<file path="config.mk">
export PLATFORM = sky130hd
export DESIGN_NAME = bp_me_nonsynth_tr_issue_ctrl
export DESIGN_NICKNAME = d
export VERILOG_FILES = /design/src/rtl/bp_me_nonsynth_tr_issue_ctrl.sv
export SDC_FILE = /design/constraint.sdc
export NUM_CORES = 1
export LEC_CHECK = 0
export CAP_MARGIN = 10
export CORE_MARGIN = 2
export CORE_UTILIZATION = 50
export DETAILED_ROUTE_END_ITERATION = 8
export DONT_BUFFER_PORTS = 1
export GPL_ROUTABILITY_DRIVEN = 0
export GPL_TIMING_DRIVEN = 0
export PLACE_DENSITY = 0.65
export SLEW_MARGIN = 20
export SYNTH_ARGS = -nofsm -noshare
export SYNTH_HDL_FRONTEND = slang
export SYNTH_SLANG_ARGS = --single-unit
export TNS_END_PERCENT = 5
</file>
<file path="constraint.sdc">
create_clock -name clk_i -period 24.8 [get_ports clk_i]
set_clock_uncertainty 0.1 [all_clocks]
set_input_delay 7.44 -clock clk_i [delete_from_list [all_inputs] [get_ports clk_i]]
set_output_delay 7.44 -clock clk_i [all_outputs]
set_load 0.02 [all_outputs]
</file>
<file path="src/rtl/bp_me_nonsynth_tr_issue_ctrl.sv">
// bp_me_nonsynth_tr_issue_ctrl: trace-replay issue controller with outstanding limit and watchdog
module bp_me_nonsynth_tr_issue_ctrl #(
    parameter int tr_ring_width_p   = 128,
    parameter int max_outstanding_p = 4,
    parameter int timeout_cycles_p  = 1024
) (
    input  logic                       clk_i,
    input  logic                       reset_i,
    input  logic                       start_i,
    input  logic [tr_ring_width_p-1:0] tr_pkt_i,
    input  logic                       tr_pkt_v_i,
    output logic                       tr_pkt_ready_o,
    input  logic                       tr_last_i,
    output logic [tr_ring_width_p-1:0] lce_tr_pkt_o,
    output logic                       lce_tr_pkt_v_o,
    input  logic                       lce_tr_pkt_yumi_i,
    input  logic                       lce_tr_resp_v_i,
    output logic                       lce_tr_resp_ready_o,
    output logic                       busy_o,
    output logic                       done_o,
    output logic                       timeout_o,
    output logic [3:0]                 outstanding_o,
    output logic [31:0]                issued_o,
    output logic [31:0]                retired_o
);
    typedef enum logic [2:0] {IDLE, RUN, DRAIN, DONE, ERROR} state_e;

    state_e                     state_q, state_d;
    logic                       pkt_v_q, pkt_v_d;
    logic [tr_ring_width_p-1:0] pkt_q, pkt_d;
    logic [3:0]                 outs_q, outs_d;
    logic [31:0]                issued_q, issued_d;
    logic [31:0]                retired_q, retired_d;
    logic [31:0]                wd_q, wd_d;
    logic                       active, yumi_hs, resp_hs, accept;
    logic [3:0]                 outs_eff;

    // Handshakes only count while the matching output is asserted, so ERROR freezes everything.
    assign active              = (state_q == RUN) || (state_q == DRAIN);
    assign lce_tr_pkt_v_o      = active && pkt_v_q;
    assign lce_tr_resp_ready_o = active && (outs_q != 4'd0);
    assign yumi_hs             = lce_tr_pkt_yumi_i && lce_tr_pkt_v_o;
    assign resp_hs             = lce_tr_resp_v_i && lce_tr_resp_ready_o;
    assign outs_eff            = outs_q + {3'b0, yumi_hs} - {3'b0, resp_hs};
    // The packet in flight through the issue register is already counted in outs_eff, so
    // commands in flight never exceed the limit.
    assign tr_pkt_ready_o      = (state_q == RUN) && (!pkt_v_q || yumi_hs)
                                 && (outs_eff < 4'(max_outstanding_p));
    assign accept              = tr_pkt_v_i && tr_pkt_ready_o;
    assign lce_tr_pkt_o        = pkt_q;
    assign busy_o              = active;
    assign done_o              = state_q == DONE;
    assign timeout_o           = state_q == ERROR;
    assign outstanding_o       = outs_q;
    assign issued_o            = issued_q;
    assign retired_o           = retired_q;

    // Next-state, issue register, counters and watchdog.
    always_comb begin
        state_d   = state_q;
        pkt_v_d   = pkt_v_q;
        pkt_d     = pkt_q;
        outs_d    = outs_q;
        issued_d  = issued_q;
        retired_d = retired_q;
        wd_d      = wd_q;
        if ((state_q == IDLE || state_q == DONE) && start_i) begin
            state_d   = RUN;
            pkt_v_d   = 1'b0;
            outs_d    = 4'd0;
            issued_d  = 32'd0;
            retired_d = 32'd0;
            wd_d      = 32'd0;
        end else if (active) begin
            outs_d    = outs_eff;
            issued_d  = issued_q + {31'b0, yumi_hs};
            retired_d = retired_q + {31'b0, resp_hs};
            pkt_v_d   = accept || (pkt_v_q && !yumi_hs);
            pkt_d     = accept ? tr_pkt_i : pkt_q;
            wd_d      = (outs_q != 4'd0 && !resp_hs) ? wd_q + 32'd1 : 32'd0;
            if (wd_d == 32'(timeout_cycles_p))
                state_d = ERROR;
            else if (state_q == RUN && accept && tr_last_i)
                state_d = DRAIN;
            else if (state_q == DRAIN && !pkt_v_d && outs_d == 4'd0)
                state_d = DONE;
        end
    end

    // State and datapath registers, cleared asynchronously.
    always_ff @(posedge clk_i or posedge reset_i) begin
        if (reset_i) begin
            state_q   <= IDLE;
            pkt_v_q   <= 1'b0;
            pkt_q     <= '0;
            outs_q    <= 4'd0;
            issued_q  <= 32'd0;
            retired_q <= 32'd0;
            wd_q      <= 32'd0;
        end else begin
            state_q   <= state_d;
            pkt_v_q   <= pkt_v_d;
            pkt_q     <= pkt_d;
            outs_q    <= outs_d;
            issued_q  <= issued_d;
            retired_q <= retired_d;
            wd_q      <= wd_d;
        end
    end
endmodule

</file>
# [Word level (Yosys, flattened, before mapping)]
# Index checks and enable logic that the tools add are counted.
[word_totals] regBits=232 input_bits=135 wordCells=64
[op_classes] add_sub_neg=5 magnitude_cmp=1 n_eq_ne=5 muxes=16 n_bitwise=1 n_reduce_logical=29
[ops] op="$mux 32" n=7
[ops] op="$add 32x1->32" n=2
[ops] op="$add 32x1->32 const B" n=1
[ops] op="$eq 32x11->1 const B" n=1
[ops] op="$mux 3" n=5
[ops] op="$logic_and 1x1->1" n=14
[ops] op="$mux 4" n=2
[ops] op="$reduce_bool 4->1" n=2
[ops] op="$eq 3x2->1 const B" n=2
[ops] op="$add 4x1->4" n=1
[ops] op="$logic_not 1->1" n=4
[ops] op="$logic_not 4->1" n=1
[ops] op="$logic_or 1x1->1" n=4
[ops] op="$lt 4x3->1 const B" n=1
[ops] op="$sub 4x1->4" n=1
[ops] op="$eq 3x1->1 const B" n=1
[ops] op="$eq 3x3->1 const B" n=1
[ops] op="$logic_not 3->1" n=1
[ops] op="$reduce_and 3->1" n=1
[ops] op="$mux 1" n=2
[ops] op="$reduce_and 2->1" n=1
[ops] op="$reduce_bool 2->1" n=1
[ops] op="$not 1->1" n=1

# [Depth between registers and ports, before layout]
# Gate-level depths: netlist (run 1).
[depth] ltp_word=18 depth_mapped=16

# [Worst setup path after synthesis (run 1)]
# OpenSTA, ideal clock, no wires.
[synth_timing] path_kind="input port to output port" from="input lce_tr_resp_v_i" to="output tr_pkt_ready_o" arrival_ns=9.305 t_required_ns=17.260 setup_slack_ns=7.955 stages=10 cell_sequence="inv_1 > nor3_1 > ha_1 > inv_1 > ha_1 > inv_1 > fa_1 > xor2_1 > a21boi_0 > and3_1"
[synth_via] elab_chain_cells=4
[synth_rtl] element="from (decl)" line="17" source="input logic lce_tr_resp_v_i,"
[synth_rtl] element="$logic_and 1x1->1" line="43" source="assign resp_hs = lce_tr_resp_v_i && lce_tr_resp_ready_o;"
[synth_rtl] element="$sub 4x1->4" line="44" source="assign outs_eff = outs_q + {3'b0, yumi_hs} - {3'b0, resp_hs};"
[synth_rtl] element="$lt 4x3->1" line="48" source="&& (outs_eff < 4'(max_outstanding_p));"
[synth_rtl] element="$logic_and 1x1->1" line="48"
[synth_rtl] element="to (decl)" line="12" source="output logic tr_pkt_ready_o,"
# Every way passes these cells.

# [Worst setup path in the final report (run 1)]
# Ends and elaborated chain as after synthesis.

==> results of run 1 <==
-- cell families (layout without fill, tap and decap cells) --
kind of cell / Yosys count / after routing / share of synthesized area
xor gates and xnor gates: 73 / 73 / 0.0599
AOI/OAI and AO/OA: 114 / 114 / 0.0697
and+or+nand+nor: 303 / 303 / 0.147
buffers and inverters: 67 / 114 / 0.0264
adders and majority gates: 11 / 11 / 0.0136
DFF: 232 / 232 / 0.544
other: 0 / 3 / 0
muxes: 132 / 132 / 0.139
-- critical path, delay by kind of cell --
family	cells	cell delay, ns
xor+xnor	1	0.17
buf+inv	3	0.15
compound gates	1	0.35
simple gates	2	0.81
fa+ha+maj	3	0.85
-- per-layer routing --
metal	vias up	track usage	wire [µm]	share of wire
met5	-	0	0	0
met4	0	0.0646	598	0.021
met3	40	0.0841	2710	0.097
met2	288	0.380	13100	0.47
met1	3614	0.318	11500	0.41
li1	3361	-	-	-
-- layout make-up --
type	instances	area, µm²
Tap cell	275	344
Antenna cell	3	7.51
Sequential cell	232	5810
Inverter	15	63.8
Clock buffer	34	729
Timing Repair Buffer	2	55.1
Fill cell	1796	8990
Buffer	52	225
Multi-Input combinational cell	633	4590
Clock inverter	11	141
-- sequential cells by signal, indices dropped and copies added, names as in the netlist --
signal         cells
lce_tr_pkt_o     128
issued_o          32
retired_o         32
wd_q              32
outstanding_o      4
state_q            3
pkt_v_q            1
-- worst max-delay path by stage --
stage / slack, ns / to / from / cells past startpoint
finish: 7.49 / tr_pkt_ready_o / lce_tr_resp_v_i / 10
global route: 7.36 / tr_pkt_ready_o / lce_tr_resp_v_i / 10
CTS: 7.52 / tr_pkt_ready_o / lce_tr_resp_v_i / 10
detailed placement: 7.52 / tr_pkt_ready_o / lce_tr_resp_v_i / 10
global placement: 7.54 / tr_pkt_ready_o / lce_tr_resp_v_i / 10
floorplan: 7.96 / tr_pkt_ready_o / lce_tr_resp_v_i / 10
-- synthesized netlist by cell type (all sizes together), types with 6 or more instances --
master and count:
dfrtp 232, mux2 128, nor2 77, nand2 65, o21ai 52, xor2 43
clkbuf 40, nand3 31, xnor2 30, nand4 29, nor3 23, and3 21
inv 14, a21oi 13, buf 12, and4 11, ha 10, nor4 9
or3 8, and2 7, o31ai 7, a22o 6, a31oi 6, or4 6
-- power by group --
group	switching [W]	leakage [nW]	total, W	internal (W)
logic	0.000214	1.79	0.000426	0.000212
registers	0.000252	2.96	0.000752	0.000501
clock network	0.000152	0.436	0.000390	0.000237
total	0.000618	5.19	0.00157	0.000950
-- through the flow --
stage | worst slack [ns] | instance area, µm² | std cells | hold slack, ns
5_1_grt | 7.36 | 12000 | 1255 | 0.462
3_3_place_gp | 7.54 | 11000 | 1207 | 0.384
4_1_cts | 7.52 | 12000 | 1254 | 0.407
3_5_place_dp | 7.52 | 11100 | 1209 | 0.393
6_report | 7.49 | 12000 | 1257 | 0.401
2_1_floorplan | 7.96 | 10700 | 932 | 0.364
==> run_results.csv, run 1 <==
group,metric,value,unit
outcome,status,"finished, final reports clean",
setup_path,reg2reg_from,"state_q[1]",
hold_path,hold_end,"wd_q[31]",
global_route,grt_overflow_total,0,
synthesis,yosysTopAreaCell,"dfrtp_1",
floorplanning,design.die.area,22500,µm²
synthesis,syn_area_per_cell,11.4,µm²
synthesis,ys.flop_type,"dfrtp_1",
setup_path,crit_type,"input port to output pin",
synthesis,yosysSeqAreaShare,0.544,
synthesis,synth-seq-cells,232,
clock_tree,h-tree-depth,1,
clock_tree,cts_buffers,25,
hold_path,hold_path_depth,2,
setup_path,crit_slowest_cell,"and3_1",
synthesis,yosys-top-cells-area,"dfrtp_1, mux2_2, xor2_1",
global_route,grt_max_degree,94,
setup_path,cp.required,17.26,ns
pwr,peakVddDrop,0.0825,mV
timing,drv_slew,0,
timing,layout_min_cycle_time,17.31,ns
setup_path,reg2reg_to,"lce_tr_pkt_o[6]",
synthesis,ys_warn_count,0,
timing,clock.fmax,0.0578,GHz
cells_and_area,finish.utilization,0.571,
drt,drtPass1Iterations,5,
synthesis,synthCells,932,
floorplanning,initial_utilization,0.509,
hold_path,hp-start,"wd_q[31]",
clock_tree,cts_buffer_depth,3,
timing,rsz0062_at_grt,"no",
timing,setup_tns,0,ns
clock_tree,clkLatencyLatePin,0.52,ns
floorplanning,io_pins,337,
drt,vias,7303,
timing,fin_crit_sh,0.698,
clock_tree,cts-root-buf,"clkbuf_16",
clock_tree,clk_pin_slew,0.06,ns
timing,worstMarginPinSlew,0.849,ns
global_route,grt_pass1_wl,42.1,mm
timing,slew_headroom,0.430,
hold_path,hold_class,"register to register",
drt,drc,0,
drt,wl_per_cell,22.3,µm
setup_path,cp_cell_sequence,"inv_1 -> nor3_1 -> ha_1 -> inv_1 -> ha_1 -> inv_1 -> fa_1 -> xor2_1 -> a21boi_0 -> and3_1",
cells_and_area,drive_gt1_frac,0.207,
clock_tree,cts.repair.resized,0,
global_route,grt_usage,0.241,
flow_run,maxCapViolations,0,
synthesis,synth_area,10700,µm²
timing,setup_viol,0,
setup_path,critPathMaxFanout,4,
drt,drt_iter0_drc,289,
timing,hold_viol,0,
place,port_buffers,0,
cells_and_area,mostFrequentLayoutCell,"dfrtp_1",
setup_path,critical-path-max-stage-delay,0.43,ns
clock_tree,cts_hold_buf,0,
synthesis,synthArstFlopShare,1.00,
floorplanning,core,21000,µm²
synthesis,synth_nets,1078,
place,hpwlAfterDp,20.7,mm
setup_path,critPathMostFrequentCell,"inv_1",
floorplanning,die_h,150,µm
clock_tree,cts_tree,"built",
synthesis,synth_edf_count,0,
clock_tree,post_cts_buffers,0,
setup_path,crit_arrival,9.77,ns
pwr,p_leak,5.19,nW
drt,postRouteAntennaNets,0,
synthesis,yosys.area.top_type_share,0.544,
global_route,antenna_found_initial,2,
cells_and_area,syn2layout_area_growth,12.1,%
floorplanning,fp-row-count,53,
setup_path,start_kind,"input port",
pwr,powerDensity,131,nW/µm²
floorplanning,die_x,150,µm
setup_path,worstRegToRegCells,15,
cells_and_area,most-common-layout-cells,"dfrtp_1, mux2_2, nor2_1, nand2_1, o21ai_0",
setup_path,cp-end-kind,"output pin",
clock_tree,clock_sinks,232,
global_route,first_global_vias,7257,
synthesis,synth.distinct_cells,62,
cells_and_area,nets,1107,
pwr,power,0.00157,W
drt,via_per_inst,5.81,
setup_path,reg2reg_setup_slack,19.71,ns
drt,routed_wl,28.0,mm
Note: power is estimated with default switching activity, not from simulation.
==> run 2, diff against run 1 <==
Settings changed: PLACE_DENSITY 0.65 to 0.68.
Clock period 24.8 ns to 14.49 ns, I/O delays scaled along.
==> run 2 against run 1 <==
  * Cell area fell by 0.61%
  * Utilization fell by 0.35 points
  * Wire length is 1.6% higher
  * Non-clock buffer count is the same
  * Sequential share of layout area increased by 0.30 points
  * Combinational power rose by 71%
  * Clock power rose by 61%
  * First-iteration DRC count increased by 47%
  * Sequential power up 72%
  * Critical path depth unchanged
  * Die area unchanged
  * Largest power group unchanged
==> run_results.csv, run 2 (synthesized netlist as in run 1, its figures left out) <==
group,metric,value,unit
floorplanning,die_x,150,µm
floorplanning,core,21000,µm²
drt,drtPass1Iterations,5,
drt,wl_per_cell,22.7,µm
setup_path,cpLargestDelayFamily,"adder cells",
timing,worstMarginPinSlew,0.907,ns
clock_tree,clkLatencyLatePin,0.51,ns
timing,fin_crit_sh,0.768,
floorplanning,design.die.area,22500,µm²
drt,drt_iter0_drc,424,
drt,drc,0,
timing,layout_min_cycle_time,11.13,ns
cells_and_area,largest_register_ffs,128,
floorplanning,io_pins,337,
hold_path,hold_class,"register to register",
floorplanning,die_h,150,µm
timing,setup_viol,0,
clock_tree,post_cts_buffers,0,
clock_tree,cts_hold_buf,0,
cells_and_area,finish.utilization,0.568,
clock_tree,cts.repair.resized,0,
clock_tree,cts-root-buf,"clkbuf_16",
setup_path,cp.required,10.04,ns
timing,hold_viol,0,
floorplanning,fp-row-count,53,
setup_path,start_kind,"input port",
global_route,grt_usage,0.244,
setup_path,crit_slowest_cell,"and3_1",
drt,routed_wl,28.4,mm
place,port_buffers,0,
cells_and_area,nets,1107,
drt,vias,7417,
cells_and_area,final_cell_area,11900,µm²
timing,drv_slew,0,
global_route,grt_overflow_total,0,
drt,postRouteAntennaNets,0,
floorplanning,initial_utilization,0.509,
setup_path,cp_cell_sequence,"inv_1 -> nor3_1 -> ha_1 -> inv_1 -> ha_1 -> inv_1 -> fa_1 -> xor2_1 -> a21boi_0 -> and3_1",
clock_tree,clk_pin_slew,0.06,ns
setup_path,critPathMaxFanout,4,
cells_and_area,drive_gt1_frac,0.205,
place,hpwlAfterDp,21.2,mm
global_route,first_global_vias,7294,
setup_path,critPathMostFrequentCell,"inv_1",
pwr,peakVddDrop,0.150,mV
clock_tree,cts_buffer_depth,3,
clock_tree,cts_tree,"built",
clock_tree,cts_buffers,25,
setup_path,crit_arrival,6.69,ns
pwr,p_leak,5.16,nW
global_route,antenna_found_initial,4,
clock_tree,h-tree-depth,1,
global_route,grt_pass1_wl,42.4,mm
cells_and_area,mostFrequentLayoutCell,"dfrtp_1",
setup_path,crit_type,"input port to output pin",
place,post_dp_cell_area,11100,µm²
pwr,powerDensity,222,nW/µm²
drt,via_per_inst,5.92,
setup_path,critical-path-max-stage-delay,0.47,ns
setup_path,path_buf_inv,3,
timing,setup_tns,0,ns
timing,slew_headroom,0.395,
clock_tree,clock_sinks,232,
timing,rsz0062_at_grt,"no",
cells_and_area,most-common-layout-cells,"dfrtp_1, mux2_2, nor2_1, nand2_1, o21ai_0",
cells_and_area,syn2layout_area_growth,11.5,%
pwr,power,0.00265,W
timing,clock.fmax,0.0898,GHz
outcome,status,"finished, final reports clean",
flow_run,maxCapViolations,0,
setup_path,cp-end-kind,"output pin",
global_route,grt_max_degree,111,
## run 2: path summary, 6_finish.rpt
kind | start | slack, ns | endpoint | cells after the start
setup reg to reg | state_q[1] | 9.35 | lce_tr_pkt_o[4] | 15
setup / recovery | lce_tr_resp_v_i | 3.36 | tr_pkt_ready_o | 10
max in group asynchronous | reset_i | 9.86 | lce_tr_pkt_o[11] | 2
min in group asynchronous | reset_i | 3.58 | lce_tr_pkt_o[100] | 1
hold / removal | wd_q[31] | 0.41 | wd_q[31] | 2
hold reg to reg | wd_q[31] | 0.41 | wd_q[31] | 2
## run 2: routing by layer
layer | global-route usage | part of all wire | vias to the layer above
met4 | 0.0698 | 0.025 | 2
met2 | 0.391 | 0.48 | 319
met3 | 0.0808 | 0.10 | 48
met1 | 0.317 | 0.39 | 3691
met5 | 0 | 0.00032 | -
li1 | - | - | 3357
## run 2: area by class of cell
type                    instances  area, µm²
diodes                          3       7.51
plain buffers                  52        225
clock buffers                  31        698
clock inverters                10        100
fillers                      1802       9060
inverters                      15       63.8
multi-input cells             633       4590
flip-flops and latches        232       5810
well taps                     275        344
repair buffers                  2       55.1
## run 2: power by group
part	leakage [nW]	switching, W	internal [W]	total (W)
combinational	1.79	0.000367	0.000364	0.000730
sequential	2.96	0.000431	0.000857	0.00129
clock	0.405	0.000254	0.000373	0.000627
total	5.16	0.00105	0.00159	0.00265
## run 2: stage by stage
stage,setup slack [ns],hold WS (ns),std cells
5_1_grt,3.19,0.458,1252
4_1_cts,3.38,0.412,1250
3_5_place_dp,3.39,0.397,1209
2_1_floorplan,3.68,0.364,932
3_3_place_gp,1.27,0.380,1207
6_report,3.36,0.409,1253
## run 2: worst reg2reg max path: cells and delay by family (launching register included)
family	cells	cell delay, ns
xor gates and xnor gates	2	0.65
AOI/OAI and AO/OA	1	0.18
DFF	1	0.36
muxes	1	0.43
adders and majority gates	3	0.82
buffers and inverters	5	1.52
and+or+nand+nor	3	0.99
